## config.mk

```make
export PLATFORM = sky130hd
export DESIGN_NAME = axi4_lite_slave_regfile
export DESIGN_NICKNAME = d
export VERILOG_FILES = /design/src/rtl/axi4_lite_pkg.sv /design/src/rtl/axi4_lite_addr_decode.sv /design/src/rtl/axi4_lite_slave_regfile.sv
export SDC_FILE = /design/constraint.sdc
export NUM_CORES = 1
export LEC_CHECK = 0
export CAP_MARGIN = 20
export CELL_PAD_IN_SITES_DETAIL_PLACEMENT = 1
export CELL_PAD_IN_SITES_GLOBAL_PLACEMENT = 2
export CORE_UTILIZATION = 32
export DETAILED_ROUTE_END_ITERATION = 7
export PLACE_DENSITY = 0.68
export SLEW_MARGIN = 15
export SYNTH_ARGS = -nofsm -noshare
export SYNTH_HDL_FRONTEND = slang
export SYNTH_HIERARCHICAL = 1
export SYNTH_SLANG_ARGS = --single-unit
```

## constraint.sdc

```tcl
create_clock -name ACLK -period 2.1 [get_ports ACLK]
set_input_delay 0.42 -clock ACLK [delete_from_list [all_inputs] [get_ports ACLK]]
set_output_delay 0.42 -clock ACLK [all_outputs]
set_load 0.02 [all_outputs]
```

## src/rtl/axi4_lite_pkg.sv

```systemverilog
// Shared types and constants for the AXI4-Lite register-file slave.
// Response codes, write-path state encoding and strobe-width helper.
package axi4_lite_pkg;

   localparam logic [1:0] RESP_OKAY   = 2'b00;
   localparam logic [1:0] RESP_EXOKAY = 2'b01;
   localparam logic [1:0] RESP_SLVERR = 2'b10;
   localparam logic [1:0] RESP_DECERR = 2'b11;

   typedef enum logic [1:0] {
      W_IDLE,
      W_HAVE_ADDR,
      W_HAVE_DATA,
      W_RESP
   } wstate_e;

   function automatic int strb_width(input int dw);
      return dw / 8;
   endfunction

endpackage

```

## src/rtl/axi4_lite_addr_decode.sv

```systemverilog
// Byte address to register index decode with range hit.
// Low (sub-word) address bits are dropped.
module axi4_lite_addr_decode
   import axi4_lite_pkg::*;
#(
   parameter int          DATA_WIDTH = 32,
   parameter int          ADDR_WIDTH = 32,
   parameter int          NUM_REGS   = 16,
   parameter int unsigned BASE_ADDR  = 0
) (
   input  logic [ADDR_WIDTH-1:0]       addr,
   output logic [$clog2(NUM_REGS)-1:0] idx,
   output logic                        hit
);

   localparam int SH = $clog2(strb_width(DATA_WIDTH));
   localparam logic [ADDR_WIDTH-1:0] BASE = ADDR_WIDTH'(BASE_ADDR);
   localparam logic [ADDR_WIDTH-1:0] NREG = ADDR_WIDTH'(NUM_REGS);

   logic [ADDR_WIDTH-1:0] off;
   logic [ADDR_WIDTH-1:0] word;

   always_comb begin
      off  = addr - BASE;
      word = off >> SH;
      idx  = word[$clog2(NUM_REGS)-1:0];
      hit  = (addr >= BASE) && (word < NREG);
   end

endmodule

```

## src/rtl/axi4_lite_slave_regfile.sv

```systemverilog
// AXI4-Lite slave terminating AW/W/B and AR/R onto a register bank.
// Optional macro AXI_LITE_PROT_CHECK_EN rejects unprivileged accesses.
module axi4_lite_slave_regfile
   import axi4_lite_pkg::*;
#(
   parameter int          DATA_WIDTH = 32,
   parameter int          ADDR_WIDTH = 32,
   parameter int          NUM_REGS   = 16,
   parameter int unsigned BASE_ADDR  = 0
) (
   input  logic                       ACLK,
   input  logic                       ARESETn,
   input  logic                       AWVALID,
   output logic                       AWREADY,
   input  logic [ADDR_WIDTH-1:0]      AWADDR,
   input  logic [2:0]                 AWPROT,
   input  logic                       WVALID,
   output logic                       WREADY,
   input  logic [DATA_WIDTH-1:0]      WDATA,
   input  logic [DATA_WIDTH/8-1:0]    WSTRB,
   output logic                       BVALID,
   input  logic                       BREADY,
   output logic [1:0]                 BRESP,
   input  logic                       ARVALID,
   output logic                       ARREADY,
   input  logic [ADDR_WIDTH-1:0]      ARADDR,
   input  logic [2:0]                 ARPROT,
   output logic                       RVALID,
   input  logic                       RREADY,
   output logic [DATA_WIDTH-1:0]      RDATA,
   output logic [1:0]                 RRESP
);

   localparam int STRB_W = strb_width(DATA_WIDTH);
   localparam int IDX_W  = $clog2(NUM_REGS);

   wstate_e                 state_q, state_d;
   logic                    awready_q, awready_d;
   logic                    wready_q, wready_d;
   logic                    arready_q, arready_d;
   logic                    bvalid_q, bvalid_d;
   logic                    rvalid_q, rvalid_d;
   logic [1:0]              bresp_q, bresp_d;
   logic [1:0]              rresp_q, rresp_d;
   logic [DATA_WIDTH-1:0]   rdata_q, rdata_d;
   logic                    aw_held_q, aw_held_d;
   logic                    w_held_q, w_held_d;
   logic [ADDR_WIDTH-1:0]   aw_addr_q, aw_addr_d;
   logic [2:0]              aw_prot_q, aw_prot_d;
   logic [DATA_WIDTH-1:0]   wdata_q, wdata_d;
   logic [STRB_W-1:0]       wstrb_q, wstrb_d;
   logic [DATA_WIDTH-1:0]   regs_q [NUM_REGS];
   logic [DATA_WIDTH-1:0]   regs_d [NUM_REGS];

   logic [IDX_W-1:0] wr_idx, rd_idx;
   logic             wr_hit, rd_hit;
   logic             wr_ok, rd_ok;
   logic             unused_prot;

   axi4_lite_addr_decode #(
      .DATA_WIDTH (DATA_WIDTH),
      .ADDR_WIDTH (ADDR_WIDTH),
      .NUM_REGS   (NUM_REGS),
      .BASE_ADDR  (BASE_ADDR)
   ) u_wr_dec (
      .addr (aw_addr_q),
      .idx  (wr_idx),
      .hit  (wr_hit)
   );

   axi4_lite_addr_decode #(
      .DATA_WIDTH (DATA_WIDTH),
      .ADDR_WIDTH (ADDR_WIDTH),
      .NUM_REGS   (NUM_REGS),
      .BASE_ADDR  (BASE_ADDR)
   ) u_rd_dec (
      .addr (ARADDR),
      .idx  (rd_idx),
      .hit  (rd_hit)
   );

`ifdef AXI_LITE_PROT_CHECK_EN
   assign wr_ok       = wr_hit && aw_prot_q[0];
   assign rd_ok       = rd_hit && ARPROT[0];
   assign unused_prot = ^{aw_prot_q[2:1], ARPROT[2:1]};
`else
   assign wr_ok       = wr_hit;
   assign rd_ok       = rd_hit;
   assign unused_prot = ^{aw_prot_q, ARPROT};
`endif

   always_comb begin
      state_d   = state_q;
      bvalid_d  = bvalid_q;
      bresp_d   = bresp_q;
      aw_held_d = aw_held_q;
      w_held_d  = w_held_q;
      aw_addr_d = aw_addr_q;
      aw_prot_d = aw_prot_q;
      wdata_d   = wdata_q;
      wstrb_d   = wstrb_q;
      regs_d    = regs_q;

      if (AWVALID && awready_q) begin
         aw_held_d = 1'b1;
         aw_addr_d = AWADDR;
         aw_prot_d = AWPROT;
      end
      if (WVALID && wready_q) begin
         w_held_d = 1'b1;
         wdata_d  = WDATA;
         wstrb_d  = WSTRB;
      end

      unique case (state_q)
         W_RESP: begin
            if (BREADY) begin
               bvalid_d  = 1'b0;
               aw_held_d = 1'b0;
               w_held_d  = 1'b0;
               state_d   = W_IDLE;
            end
         end
         default: begin
            if (aw_held_q && w_held_q) begin
               if (wr_ok) begin
                  for (int b = 0; b < STRB_W; b++) begin
                     if (wstrb_q[b]) begin
                        regs_d[wr_idx][8*b +: 8] = wdata_q[8*b +: 8];
                     end
                  end
               end
               bvalid_d = 1'b1;
               bresp_d  = wr_ok ? RESP_OKAY : RESP_SLVERR;
               state_d  = W_RESP;
            end else if (aw_held_d) begin
               state_d = W_HAVE_ADDR;
            end else if (w_held_d) begin
               state_d = W_HAVE_DATA;
            end else begin
               state_d = W_IDLE;
            end
         end
      endcase

      awready_d = !aw_held_d && (state_d != W_RESP);
      wready_d  = !w_held_d && (state_d != W_RESP);
   end

   // Read data is sampled from the pre-write bank, so a same-cycle write
   // to the same register is not visible to this read.
   always_comb begin
      rvalid_d = rvalid_q;
      rdata_d  = rdata_q;
      rresp_d  = rresp_q;
      if (ARVALID && arready_q) begin
         rvalid_d = 1'b1;
         rdata_d  = rd_ok ? regs_q[rd_idx] : '0;
         rresp_d  = rd_ok ? RESP_OKAY : RESP_SLVERR;
      end else if (rvalid_q && RREADY) begin
         rvalid_d = 1'b0;
      end
      arready_d = !rvalid_d;
   end

   always_ff @(posedge ACLK or negedge ARESETn) begin
      if (!ARESETn) begin
         state_q   <= W_IDLE;
         awready_q <= 1'b0;
         wready_q  <= 1'b0;
         arready_q <= 1'b0;
         bvalid_q  <= 1'b0;
         rvalid_q  <= 1'b0;
         bresp_q   <= '0;
         rresp_q   <= '0;
         rdata_q   <= '0;
         aw_held_q <= 1'b0;
         w_held_q  <= 1'b0;
         aw_addr_q <= '0;
         aw_prot_q <= '0;
         wdata_q   <= '0;
         wstrb_q   <= '0;
         for (int i = 0; i < NUM_REGS; i++) begin
            regs_q[i] <= '0;
         end
      end else begin
         state_q   <= state_d;
         awready_q <= awready_d;
         wready_q  <= wready_d;
         arready_q <= arready_d;
         bvalid_q  <= bvalid_d;
         rvalid_q  <= rvalid_d;
         bresp_q   <= bresp_d;
         rresp_q   <= rresp_d;
         rdata_q   <= rdata_d;
         aw_held_q <= aw_held_d;
         w_held_q  <= w_held_d;
         aw_addr_q <= aw_addr_d;
         aw_prot_q <= aw_prot_d;
         wdata_q   <= wdata_d;
         wstrb_q   <= wstrb_d;
         regs_q    <= regs_d;
      end
   end

   assign AWREADY = awready_q;
   assign WREADY  = wready_q;
   assign ARREADY = arready_q;
   assign BVALID  = bvalid_q;
   assign BRESP   = bresp_q;
   assign RVALID  = rvalid_q;
   assign RDATA   = rdata_q;
   assign RRESP   = rresp_q;

endmodule

```

==> impl_metrics.yaml <==
floorplanning:
  initial_core_util_pct: 32.4
  die_height_um: 296
  die_w_um: 296
  core_area_sq_um: 85400
  num_io_pins: 154
  fp-row-count: 107
  die-area_sq_um: 87700
route:
  via_per_inst: 5.05
  wl_per_cell_um: 23.7
  drt_iter0_drc: 876
  vias: 16500
  wirelength_mm: 77.4
  postRouteAntennaNets: 0
  drcViolationCount: 0
  dr.pass1.iters: 4
sta:
  slew_headroom_pct: 44.4
  fmax_mhz: 429
  layout_min_cycle_time_ns: 2.33
  worst_pin_slew_ns: 0.835
  hold_viol: 0
  skew_ns: 0.0235
  tns_ns: -67.40
  finalCritPeriodShare_pct: 111
  drv_slew: 0
  fin_ws_ns: -0.232
  rsz0062_at_grt: "true"
  hold_slack_ns: 0.272
  finalSetupViolCount: 517
power:
  p_leak_uw: 0.0165
  cellPowerDensity_nw_per_um2: 869
  ir_drop_v: 0.000624
place:
  gp_congestion: 0.754
  place_inst: 3123
  port-buffer-count: 141
  placed_area_sq_um: 32400
  dp_hpwl_mm: 51.6
setup_path:
  end_kind: "register"
  required_ns: 2.59
  critPathMaxFanout: 8
  crit_path_end: "regs_q[28]"
  rrSetupSlack_ns: -0.23
  reg2reg_to: "regs_q[28]"
  startpoint: "aw_addr_q[24]"
  path_class: "register to register"
  rr_worst_depth: 9
  arrival_ns: 2.82
  cp-start-kind: "register"
  timing.rr.start: "aw_addr_q[24]"
flow_run:
  maxCapViolCount: 0
clocking:
  cts-root-buf: "clkbuf_16"
  clock_latency_ns: 0.62
  clk_path_buf_depth: 3
  clkSinkCount: 621
  cts_max_level: 3
  cts_buffers: 71
  cts_tree: "done"
  clk_pin_slew_worst_paths_ns: 0.06
synth:
  synth_area_sq_um: 27700
  synth_cells: 1792
  synth.avg_cell_area_sq_um: 15.5
  synth_warnings: 6
run_status:
  status: "finished with violations"
  violations: "setup timing"
grt:
  grt_pass1_wl_mm: 120
  gr-total-overflow: 0
  grt_start_max_net_pins: 90
  antenna_found_initial: 0
  grt_pass1_vias: 18900
  grt_usage_pct: 18.1
final_layout:
  diodes: 0
  final_cell_mix: "621 x dfrtp_1, 407 x mux2_2, 158 x mux2_4, 137 x clkdlybuf4s50_1, 129 x mux2i_1"
  multiInputGateArea_sq_um: 12400
  regArea_sq_um: 15500
  synthToLayoutAreaGrowth_pct: 29.1
  final_common_cell: "dfrtp_1"
  final_util_pct: 41.9
  final_nets: 2175
  n_fill_cell: 8513
  stdcell_count: 3262
  final_layout_size_suffix_gt1_share_pct: 47.3
  stdcell_area_sq_um: 35800
min_path:
  hold_path_class: "input pin to async pin"
## layer usage
layer	track usage (%)	part of all wire, %	up-vias
met5	0	0	-
li1	-	-	7214
met1	23.9	45	8847
met3	3.28	3.9	111
met4	5.71	2.3	0
met2	30.1	49	308
## through the flow
step                      total power, uW  setup slack [ns]
after floorplan                     16000            0.0500
after global placement              17900            -0.466
after detailed placement            18100            -0.517
after CTS                           31300            -0.282
after global routing                32400            -0.342
final                               31100            -0.232
## critical path, cell delays in order (launching register included)
cell	delay, ns
dfrtp_1	0.41
nor4_4	0.30
nand4_1	0.17
nor2_2	0.14
buf_6	0.16
nand4_4	0.16
clkbuf_16	0.27
nor2_4	0.14
buf_12	0.15
mux2_4	0.31
## area by class of cell
cell class                      count  area share, %
Sequential cell                   621           43.5
Multi-Input combinational cell   1061           34.6
Timing Repair Buffer              303           10.9
Clock buffer                      107           6.02
Tap cell                         1144           4.00
Clock inverter                     22          0.896
Inverter                            4         0.0420
## where the power goes
group          total (uW)  switching [uW]  internal [uW]
Clock               12900            5080           7850
Sequential          14900            2240          12700
Combinational        3220            1660           1560
## registers in the layout, indices dropped and copies added, names as in the netlist
register and cells:
wdata_q 32, state_q 2, regs_q 512, WREADY 1, BRESP 1, BVALID 1, aw_held_q 1, w_held_q 1
RRESP 1, wstrb_q 4, AWREADY 1, RDATA 32, ARREADY 1, aw_addr_q 30, RVALID 1
## how the worst min path moves through the flow
| stage | cells past startpoint | to | from | slack (ns) |
|---|---|---|---|---|
| 6_report | 2 | regs_q[248] | ARESETn | 0.27 |
| 4_1_cts | 2 | regs_q[475] | ARESETn | 0.24 |
| 5_1_grt | 2 | regs_q[283] | ARESETn | 0.29 |
| 2_1_floorplan | 0 | ARREADY | ARESETn | 0.12 |
| 3_5_place_dp | 1 | regs_q[248] | ARESETn | 0.32 |
| 3_3_place_gp | 1 | regs_q[248] | ARESETn | 0.32 |
## timing repair
action	4_1_cts	5_1_grt
endpoints found under the setup margin	535	537
resized for setup	86	102
endpoints found under the hold margin	45	0
pin swaps	0	17
buffers inserted	0	8
hold buffers	1	0
cloned	0	1
Note: power is estimated with default switching activity, not from simulation.
